[config.mk]
export PLATFORM = sky130hd
export DESIGN_NAME = vl_strip_sequencer
export DESIGN_NICKNAME = d
export VERILOG_FILES = /design/src/rtl/vec_cfg_pkg.sv /design/src/rtl/vl_setup.sv /design/src/rtl/vl_strip_sequencer.sv
export SDC_FILE = /design/constraint.sdc
export NUM_CORES = 1
export LEC_CHECK = 0
export ABC_AREA = 1
export BUFFER_PORTS_ARGS = -buffer_cell sky130_fd_sc_hd__buf_2
export CORE_ASPECT_RATIO = 0.7
export CORE_MARGIN = 1.5
export CORE_UTILIZATION = 59
export DETAILED_ROUTE_END_ITERATION = 10
export PLACE_DENSITY = 0.82
export SLEW_MARGIN = 25
export SYNTH_ARGS = -nofsm -noshare
export SYNTH_HDL_FRONTEND = slang
export SYNTH_SLANG_ARGS = --single-unit
[constraint.sdc]
create_clock -name clk -period 9.9 [get_ports clk]
set_clock_uncertainty 0.05 [all_clocks]
set_input_delay 1.98 -clock clk [delete_from_list [all_inputs] [get_ports clk]]
set_output_delay 1.98 -clock clk [all_outputs]
set_load 0.01 [all_outputs]
[src/rtl/vec_cfg_pkg.sv]
// Shared vector-configuration definitions: default VLEN, the legal SEW/LMUL
// encodings, AVL/VL width and the strip-sequencer state encoding.
package vec_cfg_pkg;

  localparam int VLEN_DEF = 128;
  localparam int AVL_W    = 9;
  localparam int N_SEW    = 5;
  localparam int N_LMUL   = 5;

  localparam logic [7:0] LEGAL_SEW  [N_SEW]  = '{8'd8, 8'd16, 8'd32, 8'd64, 8'd128};
  localparam logic [4:0] LEGAL_LMUL [N_LMUL] = '{5'd1, 5'd2, 5'd4, 5'd8, 5'd16};

  typedef enum logic [2:0] {
    ST_IDLE,
    ST_CHECK,
    ST_ISSUE,
    ST_DONE,
    ST_ERR
  } seq_state_e;

  function automatic logic sew_legal(input logic [7:0] sew);
    logic ok;
    ok = 1'b0;
    for (int i = 0; i < N_SEW; i++) begin
      if (sew == LEGAL_SEW[i]) ok = 1'b1;
    end
    return ok;
  endfunction

  function automatic logic lmul_legal(input logic [4:0] lmul);
    logic ok;
    ok = 1'b0;
    for (int i = 0; i < N_LMUL; i++) begin
      if (lmul == LEGAL_LMUL[i]) ok = 1'b1;
    end
    return ok;
  endfunction

  // log2(SEW); the legal list starts at 8 = 2**3 and doubles each entry.
  function automatic logic [2:0] sew_shift(input logic [7:0] sew);
    logic [2:0] sh;
    sh = 3'd0;
    for (int i = 0; i < N_SEW; i++) begin
      if (sew == LEGAL_SEW[i]) sh = 3'(i + 3);
    end
    return sh;
  endfunction

endpackage

[src/rtl/vl_setup.sv]
// Combinational vector-length calculator: vl = min(avl, vlmax) and the
// remaining AVL after one strip, flagged invalid for illegal SEW/LMUL.
module vl_setup
  import vec_cfg_pkg::*;
#(
  parameter int VLEN = VLEN_DEF
) (
  input  logic [7:0]       sew,
  input  logic [4:0]       lmul,
  input  logic [AVL_W-1:0] avl,
  output logic             valid,
  output logic [AVL_W-1:0] vl,
  output logic [AVL_W-1:0] new_AVL
);

  logic [AVL_W-1:0] vlmax;

  always_comb begin
    valid   = sew_legal(sew) && lmul_legal(lmul);
    vlmax   = '0;
    if (valid) begin
      vlmax = AVL_W'((32'(VLEN) >> sew_shift(sew)) * 32'(lmul));
    end
    vl      = (avl < vlmax) ? avl : vlmax;
    new_AVL = avl - vl;
  end

endmodule

[src/rtl/vl_strip_sequencer.sv]
// Strip-mining controller: splits one (SEW, LMUL, AVL) request into strips of
// at most vlmax elements and hands each to the execution stage via valid/ready.
module vl_strip_sequencer
  import vec_cfg_pkg::*;
#(
  parameter int VLEN = VLEN_DEF
) (
  input  logic             clk,
  input  logic             rst,
  input  logic             req_valid,
  output logic             req_ready,
  input  logic [7:0]       req_sew,
  input  logic [4:0]       req_lmul,
  input  logic [AVL_W-1:0] req_avl,
  output logic             strip_valid,
  input  logic             strip_ready,
  output logic [AVL_W-1:0] strip_vl,
  output logic [AVL_W-1:0] strip_offset,
  output logic             strip_last,
  input  logic             flush,
  output logic             done,
  output logic             err
);

  seq_state_e       state_q,   state_d;
  logic [7:0]       sew_q,     sew_d;
  logic [4:0]       lmul_q,    lmul_d;
  logic [AVL_W-1:0] avl_rem_q, avl_rem_d;
  logic [AVL_W-1:0] offset_q,  offset_d;

  logic             setup_valid;
  logic [AVL_W-1:0] setup_vl;
  logic [AVL_W-1:0] setup_new_avl;
  logic             issuing;

  vl_setup #(
    .VLEN(VLEN)
  ) u_vl_setup (
    .sew    (sew_q),
    .lmul   (lmul_q),
    .avl    (avl_rem_q),
    .valid  (setup_valid),
    .vl     (setup_vl),
    .new_AVL(setup_new_avl)
  );

  always_ff @(posedge clk) begin
    if (rst) begin
      state_q   <= ST_IDLE;
      sew_q     <= '0;
      lmul_q    <= '0;
      avl_rem_q <= '0;
      offset_q  <= '0;
    end else begin
      state_q   <= state_d;
      sew_q     <= sew_d;
      lmul_q    <= lmul_d;
      avl_rem_q <= avl_rem_d;
      offset_q  <= offset_d;
    end
  end

  always_comb begin
    state_d   = state_q;
    sew_d     = sew_q;
    lmul_d    = lmul_q;
    avl_rem_d = avl_rem_q;
    offset_d  = offset_q;

    case (state_q)
      ST_IDLE: begin
        if (req_valid) begin
          sew_d     = req_sew;
          lmul_d    = req_lmul;
          avl_rem_d = req_avl;
          offset_d  = '0;
          state_d   = ST_CHECK;
        end
      end
      ST_CHECK: begin
        if (!setup_valid) begin
          state_d = ST_ERR;
        end else if (avl_rem_q == '0) begin
          state_d = ST_DONE;
        end else begin
          state_d = ST_ISSUE;
        end
      end
      ST_ISSUE: begin
        if (strip_ready) begin
          avl_rem_d = setup_new_avl;
          offset_d  = offset_q + setup_vl;
          if (setup_new_avl == '0) state_d = ST_DONE;
        end
      end
      ST_DONE: state_d = ST_IDLE;
      ST_ERR:  state_d = ST_IDLE;
      default: state_d = ST_IDLE;
    endcase

    // Abort wins over any same-cycle handshake; the request context is frozen.
    if (flush && (state_q != ST_IDLE)) begin
      state_d   = ST_IDLE;
      sew_d     = sew_q;
      lmul_d    = lmul_q;
      avl_rem_d = avl_rem_q;
      offset_d  = offset_q;
    end
  end

  always_comb begin
    issuing      = (state_q == ST_ISSUE);
    req_ready    = (state_q == ST_IDLE);
    strip_valid  = issuing;
    strip_vl     = issuing ? setup_vl : '0;
    strip_offset = issuing ? offset_q : '0;
    strip_last   = issuing && (setup_new_avl == '0);
    done         = (state_q == ST_DONE);
    err          = (state_q == ST_ERR);
  end

endmodule
# Word level (Yosys, flattened, before mapping)
# Cells that the tools add are included.
# totals
input_bits,27
out_inout_bits,23
regBits,34
# op_classes
n_reduce_logical,12
n_addsub,2
n_lt_le_gt_ge,1
eq_ne,17
n_shift,1
n_mux,32
mul,1
bitwise_logic,1
# op_table
operator,n
9-bit 2-to-1 mux,8
9-bit case mux with 2 select lines,2
32-bit by 5-bit multiplier with 9-bit output,1
8-bit by 3-bit right shift with 32-bit output (first input constant),1
3-bit 2-to-1 mux,9
9-bit logical NOT,2
1-bit 2-to-1 mux,11
9-bit adder,1
9-bit < comparator,1
3-bit case mux with 3 select lines,1
9-bit subtractor,1
8-bit by 4-bit equality test with 1-bit output (second input constant),1
8-bit by 5-bit equality test with 1-bit output (second input constant),1
8-bit by 6-bit equality test with 1-bit output (second input constant),1
8-bit by 7-bit equality test with 1-bit output (second input constant),1
8-bit equality test (second input constant),1
3-bit by 2-bit equality test with 1-bit output (second input constant),2
3-bit AND reduction,2
5-bit by 1-bit equality test with 1-bit output (second input constant),1
5-bit by 2-bit equality test with 1-bit output (second input constant),1
5-bit by 3-bit equality test with 1-bit output (second input constant),1
5-bit by 4-bit equality test with 1-bit output (second input constant),1
5-bit equality test (second input constant),1
2-bit by 1-bit inequality test with 1-bit output (second input constant),2
11 further kinds,13

# Depth between registers and ports, before layout
# depth
depth_word,18
mapped_depth,48

# By module
# A second synthesis with hierarchy kept.
# hier_totals
hier_cells,592
hier_area_um2,3764.9
# by_module_without_submodules
module,area_each_um2,instances,seq_area_each_um2,cells_per_inst
vl_strip_sequencer,1970.6,1,680.7,295
vl_setup,1794.2,1,0.0,297

# Worst setup path after synthesis
# OpenSTA, ideal clock, no wires.
# synth_path
path_type,register -> output
start,reg sew_q[1]
end,out strip_last
arrival_time_ps,6300
n_path_buf,1
setup_slack_ps,1570
path_stages_with_launch,43
cell_sequence,dfxtp_1 -> inv_2 -> nand2_4 -> nor2_8 -> nand2_2 -> inv_1 -> nand2_1 -> fa_1 -> fa_1 -> fa_1 -> inv_1 -> ha_1 -> a21oi_1 -> inv_1 -> a31oi_1 -> nor2_1 -> nor2_1 -> nor2_1 -> [7 not listed] -> a21oi_1 -> nand2_2 -> buf_2 -> nand4_1 -> o21ai_1 -> ha_1 -> fa_1 -> o21ai_0 -> nand2_1 -> nand2_1 -> nand2_1 -> nand2_1 -> xor2_1 -> nor2_1 -> nand3_1 -> nor2_1 -> nand3_2 -> nor2_1
# synth_via
elab_chain_cells,15
word_cells_on_any_way,25
cone_classes,add/sub: 1; mul: 1; order compare: 1; eq/ne: 5; shift: 1; mux: 13; reduce/logical: 3
# synth_rtl
item,line,text
from (decl),vl_strip_sequencer.sv:26,"logic [7:0] sew_q, sew_d;"
from (signal assigned),vl_strip_sequencer.sv:56,sew_q <= sew_d;
8-bit by 4-bit equality test with 1-bit output,"vec_cfg_pkg.sv:25, vec_cfg_pkg.sv:44",
2-bit 2-to-1 mux,vec_cfg_pkg.sv:44,if (sew == LEGAL_SEW[i]) sh = 3'(i + 3);
3-bit 2-to-1 mux (4 in series),vec_cfg_pkg.sv:44,
3-bit 2-to-1 mux,vl_setup.sv:21,if (valid) begin
8-bit by 3-bit right shift with 32-bit output,vl_setup.sv:22,vlmax = AVL_W'((32'(VLEN) >> sew_shift(sew)) * 32'(lmul));
32-bit by 5-bit multiplier with 9-bit output,vl_setup.sv:22,
9-bit 2-to-1 mux (*),vl_setup.sv:21,
9-bit < comparator,vl_setup.sv:24,vl = (avl < vlmax) ? avl : vlmax;
9-bit 2-to-1 mux (*),vl_setup.sv:24,
9-bit subtractor (*),vl_setup.sv:25,new_AVL = avl - vl;
9-bit logical NOT (*),vl_strip_sequencer.sv:117,strip_last = issuing && (setup_new_avl == '0);
1-bit logical AND (*),vl_strip_sequencer.sv:117,
to (decl),vl_strip_sequencer.sv:19,"output logic strip_last,"
# Mark *: on every way between the ends. The rest lies on a longest branch, timed or not. The select of a mux whose other input is x is not followed.

# Worst setup path after layout
# Same ends and word-level chain as after synthesis.

==> flow_summary.toml <==
[finish]
nets = 648
regArea_um2 = 681
final_layout_size_suffix_gt1_frac = 0.212
multi_input_area_um2 = 2480
nFillCells = 538
final_cells = 646
area_growth_pct = 12.1
num_antenna_cells = 0

[detailed_routing]
drtPass1Iterations = 5
ant_nets = 0
finalWirelength_um = 8690
num_vias = 3531
wire_per_inst_um = 13.4
post_drt_via_cell_ratio = 5.47
drc = 0
drt-initial-drc-count = 217

[timing]
tns_ps = 0
worst_pin_slew_ps = 673
rsz0062_at_grt = "no"
hold_viol = 0
max-slew-margin-rel = 0.550
fin_crit_sh = 0.947
min_period_ps = 9380
final-setup-viol-count = 0
slew_viol_final = 0
fmax_ghz = 0.107

[synthesis]
synth_area_leaders = "dfxtp_1 19%, ha_1 12%, nand2_1 9.5%"
synth.avg_cell_area_um2 = 6.79
mappedNetlistArea_um2 = 3550
yosys_warnings = 0
async_flop_share = 0
ys_seq_elements = 34
syn_inst = 523
ys_types = 45
yosys_most_used_dff = "dfxtp_1"
ys_seq_area_frac = 0.192
yosysTopAreaCellShare = 0.192
synth_edf_count = 0
synth_top_area_cell = "dfxtp_1"

[setup_path]
critPathMaxStageDelay_ps = 540
cp_num_buf_inv = 7
crit_family = "adder cells"
ff2ff_path_depth = 43
r2r-end = "state_q[0]"
end_kind = "output pin"
cp.arrival_ps = 7350
slowest_stage = "fa_1"
critical_path_depth = 42
critPathRequiredTime_ps = 7870
crit_fanout = 14
criticalPathCategory = "flop to output pin"
regToRegStartpoint = "sew_q[1]"
startpoint_type = "flop"
reg2reg_setup_slack_ps = 2680
startpoint = "sew_q[1]"
crit_path_end = "strip_last"

[floorplanning]
die_h_um = 67.9
rows = 23
chipWidth_um = 95.7
ios = 50
core_um2 = 5760
floorplan.die_area_um2 = 6500
initial_core_util = 0.617

[min_path]
min_path_type = "flop to flop"
hold_start = "sew_q[6]"

[placed_design]
place_congestion = 1.01
dp_cells = 638
port_buffers = 49
dp_hpwl_um = 6810

[global_route]
antenna_found_initial = 0
grt_max_degree = 33
grt.total_usage = 0.289
grt_overflow = 0
grt_pass1_vias = 3201
grt_pass1_wl_um = 14700

[clocking]
cts_setup_buffers = 0
clock_sinks = 34
cts_resized = 0
clock_latency_ps = 300
cts-root-buf = "clkbuf_8"
path_clk_slew_ps = 80
numCtsBuffers = 5
h-tree-depth = 2
cts_hold_buf = 0
tritoncts = "built"
clock_path_buffers = 2

[status]
status = "complete, no violations"

[power_and_ir_drop]
pwr_density_cell_nw_per_um2 = 220
vdd_ir_drop_max_mv = 0.133
leakage_nw = 1.98

[flow_run]
drv_cap = 0
worst reg2reg max path, delay by kind of cell (launching register included):
family / cells / cell delay, ps
adder cells (fa/ha/maj): 7 / 2850
AND/OR/NAND/NOR: 23 / 2320
AO/OA/AOI/OAI: 6 / 1140
buffers and inverters: 6 / 380
flip-flops: 1 / 320
XOR/XNOR: 1 / 100
cells in the mapped netlist (7+ instances only):
master     n
nand3_1   19
inv_2     28
o21ai_0   26
nor2_1    66
inv_1     64
a21oi_1   43
ha_1      35
nand2_1   90
o21ai_1    7
nand2_2   11
fa_1      16
dfxtp_1   34
clkbuf_1   7
nand4_1    8
per-layer routing:
| layer | GRT usage | part of all wire | wire (µm) |
|---|---|---|---|
| met1 | 0.425 | 0.50 | 4360 |
| met2 | 0.452 | 0.42 | 3680 |
| met3 | 0.0422 | 0.066 | 575 |
| met4 | 0.0533 | 0.0078 | 68 |
| met5 | 0 | 0 | 0 |
final cells by class:
| type | instances | area share |
|---|---|---|
| Multi-Input combinational cell | 388 | 0.623 |
| Inverter | 92 | 0.0867 |
| Tap cell | 75 | 0.0236 |
| Clock inverter | 3 | 0.0173 |
| Timing Repair Buffer | 49 | 0.0616 |
| Sequential cell | 34 | 0.171 |
| Clock buffer | 5 | 0.0173 |
layout by cell type (no fill, tap or decap), drive strengths merged:
cell type    n
nand2      103
inv         92
nor2        74
buf         49
a21oi       44
o21ai       38
ha          35
dfxtp       34
nand3       22
fa          16
nand4        8
nor3         8
xor2         6
a211oi       6
conb         5
clkbuf       5
a31oi        4
nand3b       3
xnor2        3
or2          3
a21o         2
o211ai       2
bufinv       2
o31ai        1
o21bai       1
and2         1
a32oi        1
nor4         1
a221oi       1
clkinv       1
cells by family after synthesis:
| group | Yosys count | synth area share |
|---|---|---|
| AOI/OAI and AO/OA | 100 | 0.164 |
| buffers and inverters | 104 | 0.114 |
| other | 2 | 0.00211 |
| DFF | 34 | 0.192 |
| adders and majority gates | 51 | 0.213 |
| and+or+nand+nor | 223 | 0.293 |
| xor gates and xnor gates | 9 | 0.0222 |
worst min-delay path by stage:
stage	to	slack [ps]	depth (start not counted)
2_1_floorplan	sew_q[0]	400	2
3_3_place_gp	sew_q[0]	410	2
3_5_place_dp	sew_q[0]	420	2
4_1_cts	sew_q[0]	430	2
5_1_grt	sew_q[5]	460	2
6_report	sew_q[6]	430	2
sequential cells by signal, indices dropped and copies added (netlist names):
register / count
avl_rem_q: 9
lmul_q: 5
offset_q: 9
sew_q: 8
state_q: 3
per-stage QoR:
stage	setup WS [ps]	hold WS [ps]	utilization	power (mW)	instance area, µm²
6_report	520	433	0.692	0.876	3980
5_1_grt	4.40	460	0.692	0.946	3980
4_1_cts	598	435	0.692	0.864	3980
3_5_place_dp	928	422	0.668	0.696	3840
3_3_place_gp	1220	412	0.668	0.684	3840
2_1_floorplan	1570	402	-	0.601	3560
report_power, final:
group / switching (mW) / total (mW) / internal, mW / leakage, nW
Sequential: 0.0263 / 0.189 / 0.163 / 0.280
Clock: 0.0627 / 0.164 / 0.101 / 0.0683
Combinational: 0.349 / 0.523 / 0.175 / 1.63
Total: 0.438 / 0.876 / 0.439 / 1.98
(Power assumes the default switching activity.)
